**config.mk**
```make
export PLATFORM = sky130hd
export DESIGN_NAME = mips_cpu_muldiv_ctrl
export DESIGN_NICKNAME = d
export VERILOG_FILES = /design/src/rtl/mips_cpu_muldiv_ctrl.sv
export SDC_FILE = /design/constraint.sdc
export NUM_CORES = 1
export LEC_CHECK = 0
export BUFFER_PORTS_ARGS = -buffer_cell sky130_fd_sc_hd__buf_2
export CAP_MARGIN = 20
export CORE_ASPECT_RATIO = 1.5
export CORE_MARGIN = 4
export CORE_UTILIZATION = 62
export CTS_CLUSTER_DIAMETER = 50
export CTS_CLUSTER_SIZE = 24
export DETAILED_ROUTE_END_ITERATION = 10
export PLACE_DENSITY = 0.82
export REMOVE_ABC_BUFFERS = 1
export SYNTH_ARGS = -nofsm -noshare
export SYNTH_HDL_FRONTEND = slang
export SYNTH_SLANG_ARGS = --single-unit
```
**constraint.sdc**
```tcl
create_clock -name clk -period 9.02 [get_ports clk]
set_clock_uncertainty 0.2 [all_clocks]
set_input_delay 1.804 -clock clk [delete_from_list [all_inputs] [get_ports clk]]
set_output_delay 1.804 -clock clk [all_outputs]
set_load 0.005 [all_outputs]
```
**src/rtl/mips_cpu_muldiv_ctrl.sv**
```systemverilog
// rtl/mips_cpu_muldiv_ctrl.sv - iterative MIPS HI/LO multiply/divide unit with fixed 33-cycle latency
module mips_cpu_muldiv_ctrl (
   input  logic        clk,
   input  logic        reset,
   input  logic        start,
   input  logic [2:0]  op,
   input  logic [31:0] rs_data,
   input  logic [31:0] rt_data,
   input  logic        rd_req,
   output logic        busy,
   output logic        done,
   output logic        stall,
   output logic [31:0] hi,
   output logic [31:0] lo
);

   typedef enum logic [1:0] {IDLE, CALC, FIX} state_t;

   localparam logic [2:0] OP_MTHI = 3'b100;
   localparam logic [2:0] OP_MTLO = 3'b101;

   state_t      state, state_nxt;
   logic [4:0]  count;
   logic [63:0] acc;
   logic [31:0] opnd_b;
   logic [31:0] rs_save;
   logic        is_div;
   logic        neg_res;
   logic        neg_rem;
   logic        div_zero;

   logic        a_neg, b_neg;
   logic [31:0] a_mag, b_mag;
   logic [32:0] mul_sum;
   logic [63:0] mul_next;
   logic [32:0] div_diff;
   logic [63:0] div_next;
   logic [63:0] prod_neg;
   logic [31:0] fix_hi, fix_lo;

   // Signed ops iterate on magnitudes; signs are restored in FIX.
   always_comb begin
      a_neg = ~op[0] & rs_data[31];
      b_neg = ~op[0] & rt_data[31];
      a_mag = a_neg ? (~rs_data + 32'd1) : rs_data;
      b_mag = b_neg ? (~rt_data + 32'd1) : rt_data;
   end

   always_comb begin
      state_nxt = state;
      case (state)
         IDLE:    if (start && !op[2]) state_nxt = CALC;
         CALC:    if (count == 5'd31) state_nxt = FIX;
         FIX:     state_nxt = IDLE;
         default: state_nxt = IDLE;
      endcase
   end

   assign busy  = (state != IDLE);
   assign stall = rd_req & busy;

   // acc = {partial product, remaining multiplier} for multiply, {remainder, quotient} for divide.
   always_comb begin
      mul_sum  = {1'b0, acc[63:32]} + (acc[0] ? {1'b0, opnd_b} : 33'd0);
      mul_next = {mul_sum, acc[31:1]};
      div_diff = acc[63:31] - {1'b0, opnd_b};
      if (!div_diff[32])
         div_next = {div_diff[31:0], acc[30:0], 1'b1};
      else
         div_next = {acc[62:0], 1'b0};
   end

   always_comb begin
      prod_neg = ~acc + 64'd1;
      fix_hi   = acc[63:32];
      fix_lo   = acc[31:0];
      if (!is_div) begin
         if (neg_res) begin
            fix_hi = prod_neg[63:32];
            fix_lo = prod_neg[31:0];
         end
      end else if (div_zero) begin
         fix_hi = rs_save;
         fix_lo = 32'hFFFF_FFFF;
      end else begin
         if (neg_res) fix_lo = ~acc[31:0] + 32'd1;
         if (neg_rem) fix_hi = ~acc[63:32] + 32'd1;
      end
   end

   always_ff @(posedge clk) begin
      if (reset) begin
         state <= IDLE;
         count <= 5'd0;
         hi    <= 32'd0;
         lo    <= 32'd0;
         done  <= 1'b0;
      end else begin
         state <= state_nxt;
         done  <= (state == FIX);
         case (state)
            IDLE: begin
               if (start) begin
                  if (!op[2]) begin
                     count    <= 5'd0;
                     is_div   <= op[1];
                     neg_res  <= a_neg ^ b_neg;
                     neg_rem  <= a_neg;
                     div_zero <= (rt_data == 32'd0);
                     rs_save  <= rs_data;
                     if (op[1]) begin
                        acc    <= {32'd0, a_mag};
                        opnd_b <= b_mag;
                     end else begin
                        acc    <= {32'd0, b_mag};
                        opnd_b <= a_mag;
                     end
                  end else if (op == OP_MTHI) begin
                     hi <= rs_data;
                  end else if (op == OP_MTLO) begin
                     lo <= rs_data;
                  end
               end
            end
            CALC: begin
               acc   <= is_div ? div_next : mul_next;
               count <= count + 5'd1;
            end
            FIX: begin
               hi <= fix_hi;
               lo <= fix_lo;
            end
            default: ;
         endcase
      end
   end

endmodule

```
* After elaboration in Yosys (flattened, before gate mapping)
Index checks and enable logic that the tools add are counted.
Cells by class: equal/unequal tests 13, magnitude comparators 0, bitwise gates (word level) 12, add/sub/neg operators 8, multiplexer cells 33, divide/modulo/power cells 0, reduce and logical (&&, ||, !) cells 13, multiply operators 0, shift-type cells 0
Operators with widths (count):
- 32-bit 2-to-1 mux | 20
- 64-bit 2-to-1 mux | 4
- 32-bit by 1-bit adder with 32-bit output (second input constant) | 4
- 32-bit NOT | 4
- 32-bit one-hot mux with 2 select lines | 2
- 64-bit one-hot mux with 2 select lines | 1
- 64-bit by 1-bit adder with 64-bit output (second input constant) | 1
- 64-bit NOT | 1
- 32-bit by 32-bit adder with 33-bit output | 1
- 33-bit by 32-bit subtractor with 33-bit output | 1
- 32-bit logical NOT | 1
- 2-bit != test (second input constant) | 8
- 4-bit AND reduction | 3
- 5-bit 2-to-1 mux | 2
- 5-bit one-hot mux with 2 select lines | 1
- 3-bit == test (second input constant) | 2
- 2-bit nonzero test | 3
- 5-bit by 1-bit adder with 5-bit output (second input constant) | 1
- 5-bit == test (second input constant) | 1
- 5-bit AND reduction | 1
- 2-bit 2-to-1 mux | 2
- 2-bit one-hot mux with 2 select lines | 1
- 1-bit AND | 3
- 1-bit NOT | 3
- 8 further kinds | 8
Storage, ports and cells: memories kept 0, memory bits (writable) 0, flip-flop bits (word level) 204, word-level logic and storage cells 91, latch bits 0, output and inout bits 67, ROM bits 0

* Longest topological paths before layout
depth in word-level cells 7, depth in mapped cells 14, depth with buffers taken out 12

* Worst setup path before layout
OpenSTA, ideal clock, no wires.
path type input -> register, start point input reset, end point register state[0], required time 8.733 ns, library setup time 0.087 ns, data arrival time 7.554 ns, stages 3, setup slack 1.179 ns, cell sequence clkbuf_1 nor3b_1 or2_2
RTL lines:
- from (decl) | line 4 | input logic reset,
- to (signal assigned) | line 99 | state <= state_nxt;
- to (decl) | line 22 | state_t state, state_nxt;

* Final worst setup path
start point register acc[40], end point register acc[37], data pin
On the way: word-level cells in the longest chain between the ends 4
RTL lines:
- from (decl) | line 24 | logic [63:0] acc;
- from (signal assigned) | line 112 | acc <= {32'd0, a_mag};
- from (signal assigned) | line 115 | acc <= {32'd0, b_mag};
- from (signal assigned) | line 126 | acc <= is_div ? div_next : mul_next;
- 33-bit by 32-bit subtractor with 33-bit output | line 66 | div_diff = acc[63:31] - {1'b0, opnd_b};
- 64-bit 2-to-1 mux | line 67 | if (!div_diff[32])
- 64-bit 2-to-1 mux | line 126
- 64-bit one-hot mux with 2 select lines | line 101 | case (state)
Every way passes these cells. A chain may end at the register's enable or synchronous reset.

==> Flow_metrics.wiki <==
{| class="wikitable"
! Metric !! Value
|-
| Result of the run || finished clean
|-
| Total Neg Setup Slack || 0 ps
|-
| Clock Tree Root || sky130_fd_sc_hd__clkbuf_16
|-
| Layout-stage area growth over the synthesis result || 9.29%
|-
| Final Non-Filler Cells || 2,415
|-
| Largest fanout of any net on the critical path || 14
|-
| Height of the chip || 208 µm
|-
| Share of synthesized area occupied by flip-flops and latches || 32.6%
|-
| Pwr Density || 144 mW/mm²
|-
| Number of antenna violations at the first check in global routing || 2
|-
| Detailed-router iteration count before antenna repair || 6
|-
| Combined area of all synthesized cells || 0.0166 mm²
|-
| Mean cell area of the mapped netlist || 8.24 µm²
|-
| Hold Path Depth || 2
|-
| Most common library cells after synthesis || sky130_fd_sc_hd__nor2_1 (199), sky130_fd_sc_hd__a21oi_1 (194), sky130_fd_sc_hd__nand2_1 (189), sky130_fd_sc_hd__o21ai_0 (151), sky130_fd_sc_hd__edfxtp_1 (132)
|-
| Top-level I/O count || 138
|-
| # DRC || 0
|-
| Critical path launch point type || register
|-
| Leak || 0.00700 µW
|-
| # nets final || 2,207
|-
| Worst vdd ir || 0.000175 V
|-
| Clock transition at the registers of the reported paths || 80 ps
|-
| Portion of the clock cycle consumed by the worst path in the final layout || 52.5%
|-
| Required @ worst endpoint || 9160 ps
|-
| Most frequently used cell type in the post-synthesis netlist || sky130_fd_sc_hd__nor2_1
|-
| Number of global-route vias before repair || 16,300
|-
| Post-synth ARST share || 0%
|-
| Total detailed-routing wirelength || 56,400 µm
|-
| Number of nets with antenna violations after routing || 0
|-
| Post-synthesis cell count || 2,014
|-
| Leading cell types by total area after synthesis || sky130_fd_sc_hd__edfxtp_1 (24%), sky130_fd_sc_hd__dfxtp_1 (8.7%), sky130_fd_sc_hd__a21oi_1 (5.9%)
|-
| Routed length per instance || 23.3 µm
|-
| Number of instances in the placed design || 2,379
|-
| Setup crit end kind || register
|-
| Setup repair after global routing missed its margin || false
|-
| Number of failing hold endpoints at the final stage || 0
|-
| Area of the multi-input gates || 0.0104 mm²
|-
| Startpoint of the worst setup timing path || acc[40]
|-
| GRT Resource Usage Total || 37.0%
|-
| Portion of synthesized cell area occupied by the leading cell type || 23.9%
|-
| Average vias per placed instance || 6.91
|-
| Total count of max-transition violations in the final report || 0
|-
| Pin count of the biggest net entering global routing || 76
|-
| Sinks on the clock net || 204
|-
| Maximum capacitance violations || 0
|-
| Standard-cell row count || 73
|-
| Core Region || 0.0265 mm²
|-
| Primary flip-flop cell chosen by synthesis mapping || sky130_fd_sc_hd__edfxtp_1
|-
| Initial core utilization || 62.6%
|-
| Number of enable flip-flop cells after synthesis || 132
|-
| Final period demand of the worst path || 4740 ps
|-
| Cells on worst reg2reg path || 10
|-
| Total of buffers placed on input and output ports || 137
|-
| Final worst slack || 4280 ps
|-
| Total of cells resized after clock tree synthesis || 0
|-
| Detailed-placement wirelength estimate || 40,700 µm
|-
| Worst skew pair latency || 530 ps
|-
| Die span in x || 142 µm
|-
| Gp weighted congestion || 0.964
|-
| Global-route congestion overflow total || 0
|-
| Least-Margin Pin Slew || 1050 ps
|-
| Worst hold path startpoint || lo[5]
|-
| Number of buffers created by CTS || 19
|-
| Dpl ws || 3950 ps
|-
| Max-Slew Margin vs Limit || 30.0%
|-
| Setup Viol. Count Final || 0
|-
| Iteration-0 DRC count of the detailed router || 1,612
|-
| Number of warnings reported in the yosys synthesis log || 0
|-
| Register cell area after layout || 0.00541 mm²
|-
| Data arrival time at the worst-slack endpoint || 4880 ps
|-
| Number of fill cells || 2,227
|-
| Clock tree from TritonCTS || built
|-
| Number of distinct library cell variants in the gate-level netlist after synthesis || 82
|-
| Cell taking the most area after synthesis || sky130_fd_sc_hd__edfxtp_1
|-
| Highest clock frequency the design can meet || 0.211 GHz
|-
| #FFs+latches synth || 204
|-
| Startpoint of the worst register-to-register path || acc[40]
|-
| Fraction of layout cells with a size suffix above 1 || 11.7%
|-
| Maximum level of the CTS H-tree || 1
|-
| Final Power || 2610 µW
|-
| Worst setup path category || reg2reg
|-
| First-pass GRT wire length || 87,900 µm
|-
| Post-CTS Setup Repair Bufs || 0
|-
| Worst hold path class || reg2reg
|-
| Hold-fix buffer count after cts || 0
|-
| Maximum root-to-sink buffer count || 3
|-
| Total die area || 0.0295 mm²
|-
| Total number of vias || 16,700
|}
metal layers:
| layer | vias to the layer above | part of all wire, % | routed length, µm | track usage [%] |
|---|---|---|---|---|
| met5 | - | 0 | 0 | 0 |
| met4 | 0 | 6.2 | 3510 | 21.2 |
| met3 | 249 | 8.9 | 5000 | 4.23 |
| met2 | 1027 | 48 | 27300 | 61.8 |
| met1 | 7837 | 36 | 20600 | 45.8 |
| li1 | 7563 | - | - | - |
kinds of logic (layout without fill, tap and decap cells):
logic type	count (synthesis)	after routing	synth area share, %
adder cells (fa/ha/maj)	72	72	5.52
AND/OR/NAND/NOR	631	631	17.9
XOR/XNOR	170	170	8.97
multiplexers	76	76	4.62
flip-flops	204	204	32.6
AO/OA/AOI/OAI	661	661	25.7
buffers and inverters	200	262	4.67
other	0	2	0
cell type report:
| class | count | share of cell area (%) |
|---|---|---|
| timing repair buffer | 165 | 5.05 |
| multi-input combinational | 1610 | 57.6 |
| clock buffer | 19 | 2.62 |
| sequential | 204 | 29.8 |
| inverter | 64 | 1.32 |
| antenna | 2 | 0.0276 |
| tap | 337 | 2.33 |
| clock inverter | 14 | 1.23 |
final timing paths:
check,to,slack [ps]
worst min register to register,lo[5],250
worst max-delay path,acc[37],4280
worst max register to register,acc[37],4280
worst min-delay path,lo[5],250
stage by stage:
stage	util, %	instance area (µm²)	hold WS, ps
4_1_cts	68.3	18100	254
2_1_floorplan	-	16100	224
6_report	68.5	18100	254
5_1_grt	68.5	18100	273
3_3_place_gp	65.7	17400	237
3_5_place_dp	65.7	17400	242
power breakdown:
group	leakage, µW	internal, µW	switching (µW)
Sequential	0.00181	1050	52.7
Combinational	0.00485	221	370
Clock	0.000334	459	457
Total	0.00700	1730	880
cell usage in the layout, fill, tap and decap left out, types with 21 or more instances in the layout:
cell type / instances
sky130_fd_sc_hd__nor2_1: 196
sky130_fd_sc_hd__edfxtp_1: 132
sky130_fd_sc_hd__buf_2: 137
sky130_fd_sc_hd__o211ai_1: 25
sky130_fd_sc_hd__o31ai_1: 21
sky130_fd_sc_hd__inv_1: 64
sky130_fd_sc_hd__a211oi_1: 34
sky130_fd_sc_hd__o221ai_1: 39
sky130_fd_sc_hd__a21oi_1: 194
sky130_fd_sc_hd__mux2i_1: 72
sky130_fd_sc_hd__o21ai_0: 151
sky130_fd_sc_hd__a21o_1: 31
sky130_fd_sc_hd__dfxtp_1: 72
sky130_fd_sc_hd__xor2_1: 63
sky130_fd_sc_hd__nor3_1: 52
sky130_fd_sc_hd__nand3_1: 37
sky130_fd_sc_hd__ha_1: 70
sky130_fd_sc_hd__xnor2_1: 107
sky130_fd_sc_hd__nand2_1: 189
sky130_fd_sc_hd__or3_1: 26
sky130_fd_sc_hd__buf_4: 27
worst max-delay path: stages, from the launching register on:
cell and delay (ps):
sky130_fd_sc_hd__edfxtp_1 550, sky130_fd_sc_hd__ha_1 410, sky130_fd_sc_hd__a21oi_1 300, sky130_fd_sc_hd__nor2_1 90, sky130_fd_sc_hd__a211oi_1 260, sky130_fd_sc_hd__a21oi_1 230, sky130_fd_sc_hd__o41ai_1 670, sky130_fd_sc_hd__o32a_1 510
sky130_fd_sc_hd__nand2_1 590, sky130_fd_sc_hd__o31a_1 500, sky130_fd_sc_hd__a211oi_1 240
registers in the layout, summed over array words and instances, names as in the netlist, 2 cells and up:
| name | cells |
|---|---|
| rs_save | 32 |
| count | 5 |
| acc | 64 |
| lo | 32 |
| hi | 32 |
| opnd_b | 32 |
| state | 2 |
Note: power is estimated with default switching activity, not from simulation.
